File: src/rtl/if_fetch_unit.sv
// if_fetch_unit
// Instruction-fetch stage of a five-stage MIPS pipeline. It holds the program
// counter and keeps at most one request open to instruction memory. It applies
// hazard stalls and branch/jump redirects, and drives the IF/ID register.
//
// State table:
//   state   | meaning
//   IDLE    | one cycle after reset, no request issued
//   FETCH   | request at pc is open; delivers data when imem_ready is high
//   HOLD    | fetched word is parked in instr_buf while the pipeline stalls
//   DISCARD | the old request is still open after a redirect; its data is dropped
//
// Ports:
//   clk, rst                      clock, asynchronous active-low reset
//   stall_in                      hazard stall; holds pc and IF/ID, masks redirects
//   branch_taken_in/_target_in    branch redirect (wins over jump)
//   jump_in/jump_target_in        jump redirect
//   imem_req/imem_addr            memory request and address
//   imem_ready/imem_rdata         memory completion and instruction word
//   pc_out                        current pc register
//   PC_4_out/instr_out            IF/ID data (0 when not loading a real instruction)
//   ifid_write/ifid_flush         IF/ID load enable and bubble strobe
module if_fetch_unit #(
  parameter logic [31:0] RESET_PC = 32'h0000_0000
) (
  input  logic        clk,
  input  logic        rst,
  input  logic        stall_in,
  input  logic        branch_taken_in,
  input  logic [31:0] branch_target_in,
  input  logic        jump_in,
  input  logic [31:0] jump_target_in,
  output logic        imem_req,
  output logic [31:0] imem_addr,
  input  logic        imem_ready,
  input  logic [31:0] imem_rdata,
  output logic [31:0] pc_out,
  output logic [31:0] PC_4_out,
  output logic [31:0] instr_out,
  output logic        ifid_write,
  output logic        ifid_flush
);

  typedef enum logic [1:0] {IDLE, FETCH, HOLD, DISCARD} state_t;

  state_t      state, state_nxt;
  logic [31:0] pc, pc_nxt;
  logic [31:0] req_addr;
  logic [31:0] instr_buf, instr_buf_nxt;
  logic        redirect;
  logic [31:0] target;
  logic [31:0] pc_plus4;

  assign redirect = (branch_taken_in | jump_in) & ~stall_in;
  assign target   = (branch_taken_in ? branch_target_in : jump_target_in) & ~32'h3;
  assign pc_plus4 = pc + 32'd4;
  assign pc_out   = pc;

  always_ff @(posedge clk or negedge rst) begin
    if (!rst) begin
      state     <= IDLE;
      pc        <= RESET_PC;
      req_addr  <= '0;
      instr_buf <= '0;
    end else begin
      state     <= state_nxt;
      pc        <= pc_nxt;
      instr_buf <= instr_buf_nxt;
      // In FETCH the pc is the open request's address, so DISCARD can
      // keep presenting it after the pc has moved to the redirect target.
      if (state == FETCH) req_addr <= pc;
    end
  end

  always_comb begin
    state_nxt     = state;
    pc_nxt        = pc;
    instr_buf_nxt = instr_buf;
    imem_req      = 1'b0;
    imem_addr     = '0;
    ifid_write    = 1'b0;
    ifid_flush    = 1'b0;
    instr_out     = '0;
    PC_4_out      = '0;
    case (state)
      IDLE: state_nxt = FETCH;
      FETCH: begin
        imem_req  = 1'b1;
        imem_addr = pc;
        if (imem_ready) begin
          if (redirect) begin
            pc_nxt     = target;
            ifid_write = 1'b1;
            ifid_flush = 1'b1;
          end else if (stall_in) begin
            instr_buf_nxt = imem_rdata;
            state_nxt     = HOLD;
          end else begin
            instr_out  = imem_rdata;
            PC_4_out   = pc_plus4;
            ifid_write = 1'b1;
            pc_nxt     = pc_plus4;
          end
        end else if (redirect) begin
          pc_nxt     = target;
          ifid_write = 1'b1;
          ifid_flush = 1'b1;
          state_nxt  = DISCARD;
        end else if (!stall_in) begin
          ifid_write = 1'b1;
          ifid_flush = 1'b1;
        end
      end
      HOLD: begin
        if (redirect) begin
          pc_nxt     = target;
          ifid_write = 1'b1;
          ifid_flush = 1'b1;
          state_nxt  = FETCH;
        end else if (!stall_in) begin
          instr_out  = instr_buf;
          PC_4_out   = pc_plus4;
          ifid_write = 1'b1;
          pc_nxt     = pc_plus4;
          state_nxt  = FETCH;
        end
      end
      DISCARD: begin
        imem_req  = 1'b1;
        imem_addr = req_addr;
        if (!stall_in) begin
          ifid_write = 1'b1;
          ifid_flush = 1'b1;
        end
        if (redirect) pc_nxt = target;
        if (imem_ready) state_nxt = FETCH;
      end
      default: state_nxt = IDLE;
    endcase
  end

endmodule
File: config.mk
export PLATFORM = sky130hd
export DESIGN_NAME = if_fetch_unit
export DESIGN_NICKNAME = d
export VERILOG_FILES = /design/src/rtl/if_fetch_unit.sv
export SDC_FILE = /design/constraint.sdc
export NUM_CORES = 1
export LEC_CHECK = 0
export CAP_MARGIN = 20
export CORE_ASPECT_RATIO = 0.8
export CORE_MARGIN = 2
export CORE_UTILIZATION = 46
export CTS_CLUSTER_SIZE = 20
export DETAILED_ROUTE_END_ITERATION = 12
export PLACE_DENSITY_LB_ADDON = 0.1
export SETUP_SLACK_MARGIN = 0.3
export SLEW_MARGIN = 20
export SYNTH_ARGS = -nofsm -noshare
export SYNTH_HDL_FRONTEND = slang
export SYNTH_SLANG_ARGS = --single-unit
File: constraint.sdc
create_clock -name clk -period 2.5 [get_ports clk]
set_input_delay 0.5 -clock clk [delete_from_list [all_inputs] [get_ports clk]]
set_output_delay 0.5 -clock clk [all_outputs]
set_load 0.01 [all_outputs]
==> flow_summary.toml <==
[sta]
timing.fmax_mhz = 349.3
final.setup.worst_slack_ps = -363.3
worst-slew-pin-transition_ps = 579.4
rsz0062_at_grt = "true"
final_count_of_pins_violating_max_slew = 0
hold_viol_final = 0
max-slew-margin-rel_pct = 61.37
report.final.setup_viol = 64
min_period_over_period_pct = 114.5
final.setup_skew_ps = 10.78
finalWorstPathRequiredPeriod_ps = 2863

[worst_setup_path]
timing.reg2reg.worst_path_depth = 9
critical_path_fanouts_max = 3
setup.reg_to_reg.worst_slack_ps = -30
timing.critical_path.cells = "nand4_4 -> or4_4 -> or4_4 -> xor2_1 -> nor2_1 -> buf_2"
crit_top_cell = "sky130_fd_sc_hd__or4_4"
setup.worst_path.end_class = "output port"
r2r-start = "pc_out[16]"
max_stage_delay_ps = 580
timing_worst_setup_path_type = "reg2out"
regToRegEndpoint = "pc_out[27]"
timing.critical_path.required_ps = 2000
timing.critical_path.from_type = "flip-flop"
critical_path_arrival_ps = 2360
cell_with_the_largest_stage_delay_on_the_worst_path = "sky130_fd_sc_hd__or4_4"

[detailed_routing]
route.detailed.drc = 0
antenna_violating_nets_post_route = 0
via_count = 8542
avgRoutedWirePerCell_um = 25.02
detailed_route_wirelength_on_metal2_mm = 14.89
first_iter_violations = 1289
first_pass_iters = 9
route.met3.wl_mm = 3.871
routed_wl_mm = 32.86
m1WireLength_mm = 12.45
vias_per_cell = 6.506
route.top_layer_used = "met5"

[power_and_ir_drop]
power.internal_uw = 7679
swShare_pct = 42.19
power.static_leakage_uw = 0.005211
p_seq_share_pct = 22.2
comb_power_share_pct = 66.5
post_route_total_power_uw = 13280
power.ir.vdd_worst_v = 0.0007501
clock_power_share_pct = 11.4
switchingPower_uw = 5604
p_per_area_mw_per_mm2 = 1117

[global_routing]
grt_antenna_before_repair = 1
overall_global_routing_resource_usage_pct = 38.28
first_pass_grt_wire_length_mm = 46.82
largest_net_degree_at_the_start_of_global_routing = 42
first_global_vias = 8319
grt.overflow.total = 0

[yosys]
number_of_synthesized_register_bits = 98
synth_cells = 748
yosys.cell_types.count = 71
yosys.area.top_type_share_pct = 36.49
async_reset_ff_share_pct = 100.0
yosys.cell_count.top_type = "sky130_fd_sc_hd__dfrtp_1"
synth_top_cell_by_area = "sky130_fd_sc_hd__dfrtp_1"
ys_warn_count = 0
seq_area_frac_synth_pct = 36.49
synthesized_area_per_cell_sq_um = 8.984
synth-edff-count = 0
post_synth_top_cells = "98 x sky130_fd_sc_hd__dfrtp_1, 93 x sky130_fd_sc_hd__nor2_1, 67 x sky130_fd_sc_hd__mux2_2, 59 x sky130_fd_sc_hd__clkbuf_1, 37 x sky130_fd_sc_hd__nand2_1"
netlist_area_before_placement_sq_mm = 0.006720
ys_top_cells_by_area = "sky130_fd_sc_hd__dfrtp_1 36%, sky130_fd_sc_hd__mux2_2 11%, sky130_fd_sc_hd__nor2_1 5.2%, sky130_fd_sc_hd__a22o_1 4.6%, sky130_fd_sc_hd__a22oi_1 3.8%"
ys.flop_type = "sky130_fd_sc_hd__dfrtp_1"
synth_nets = 857

[cells_and_area]
fin_area_sq_mm = 0.01189
nNetsFinal = 1233
synthToLayoutAreaGrowth_pct = 76.93
post-route-util_pct = 83.16
post_route_cells_drive_above_1_share_pct = 47.56
insertedDiodeCount = 0

[clocking]
clk_transition_reported_paths_ps = 80
clock_tree.root_cell = "sky130_fd_sc_hd__clkbuf_16"
cts.hold.buffers_added = 0
insertion_delay_ps = 370
cts_tree = "yes"
cts-buffers-inserted = 9
cts_num_sinks = 98
clock_tree.buffer_depth = 2
cts_htree_levels = 3

[place]
post-dp-hpwl_mm = 18.45
dpl-instance-area_sq_mm = 0.01004
port_buffers = 228
gp_congestion = 0.9517
dpl_worst_slack_ps = -509.0

[min_path]
path_class_of_the_lowest_slack_min_delay_path = "in2async"

[die]
die-area_sq_mm = 0.01560
io_pins = 233
initial_utilization_pct = 47.00
die_height_um = 112.1
design.core.area_sq_mm = 0.01430
die_width_um = 139.1
row_count = 39

[status]
violations_in_the_final_reports = "setup timing"
status = "finished, violations left"

[job]
cap_viol_max_count = 0
registers in the layout, summed over array words and instances, names as in the netlist:
signal and count:
state 2, instr_buf 32, pc_out 32, req_addr 32
cells by family (layout without fill, tap and decap cells):
group | count (synthesis) | after routing | share of synthesized area, %
AO/OA/AOI/OAI | 224 | 224 | 24.19
AND/OR/NAND/NOR | 215 | 215 | 15.47
flip-flops | 98 | 98 | 36.49
buffers and inverters | 97 | 478 | 5.772
multiplexers | 81 | 81 | 13.39
XOR/XNOR | 26 | 26 | 3.389
adder cells (fa/ha/maj) | 7 | 7 | 1.303
power by group through the flow:
stage,combinational (uW),sequential (uW),clock [uW]
after floorplan,3600,2870,0
after global placement,6510,2780,0
after detailed placement,6640,2840,0
after CTS,7750,2880,1490
after global routing,9190,3010,1570
final,8830,2940,1510
worst max path at each step:
stage                    start            to  slack [ps]  cells past startpoint
floorplan           pc_out[18]  PC_4_out[27]          90                      6
global placement       jump_in   PC_4_out[5]        -430                      6
detailed placement     jump_in  PC_4_out[16]        -510                      6
CTS                 pc_out[16]  PC_4_out[27]        -380                      6
global route        pc_out[16]  PC_4_out[31]        -430                      7
finish              pc_out[16]  PC_4_out[27]        -360                      6
placed cells by master, fill, tap and decap left out, types with 12 or more instances in the layout:
master                            count
sky130_fd_sc_hd__mux2_2              65
sky130_fd_sc_hd__nor2_4              15
sky130_fd_sc_hd__xnor2_1             14
sky130_fd_sc_hd__buf_12              19
sky130_fd_sc_hd__o21ai_0             24
sky130_fd_sc_hd__buf_4              136
sky130_fd_sc_hd__a22o_1              35
sky130_fd_sc_hd__nor2_1              66
sky130_fd_sc_hd__buf_2               83
sky130_fd_sc_hd__a21oi_1             30
sky130_fd_sc_hd__dfrtp_1             95
sky130_fd_sc_hd__inv_1               12
sky130_fd_sc_hd__buf_6               59
sky130_fd_sc_hd__nand2_1             30
sky130_fd_sc_hd__nand3_1             12
sky130_fd_sc_hd__a22oi_2             32
sky130_fd_sc_hd__mux2i_1             13
sky130_fd_sc_hd__clkdlybuf4s50_1    125
sky130_fd_sc_hd__nor2_2              12
stage by stage:
stage,hold slack [ps],instances,TNS [ps]
final,113.6,1313,-10630
after global routing,154.7,1313,-12490
after CTS,140.7,1285,-3788
after detailed placement,493.9,1207,-26940
after global placement,487.0,1207,-25480
after floorplan,204.4,748,0
per-layer routing:
metal / GRT usage [%] / vias up
li1: - / 3544
met3: 10.45 / 179
met4: 15.76 / 2
met5: 0 / -
met2: 59.51 / 669
met1: 50.96 / 4148
area by class of cell:
class | count | area (sq um)
multi-input cells | 553 | 4587
repair buffers | 447 | 4253
flip-flops and latches | 98 | 2456
fillers | 803 | 2407
clock buffers | 11 | 242.7
well taps | 184 | 230.2
clock inverters | 5 | 61.31
inverters | 15 | 60.06
repair_timing:
item / 4_1_cts / 5_1_grt
gates cloned: 12 / 2
gates resized for setup: 557 / 99
endpoints found under the setup margin: 110 / 120
pin swaps: 63 / 83
hold endpoints to repair: 0 / 0
setup buffers: 50 / 26
critical path: cells and delay by family (launching register included):
family / cells / cell delay [ps]
xor+xnor: 1 / 180
buf+inv: 1 / 140
flops: 1 / 400
simple gates: 4 / 1270
(Power assumes the default switching activity.)
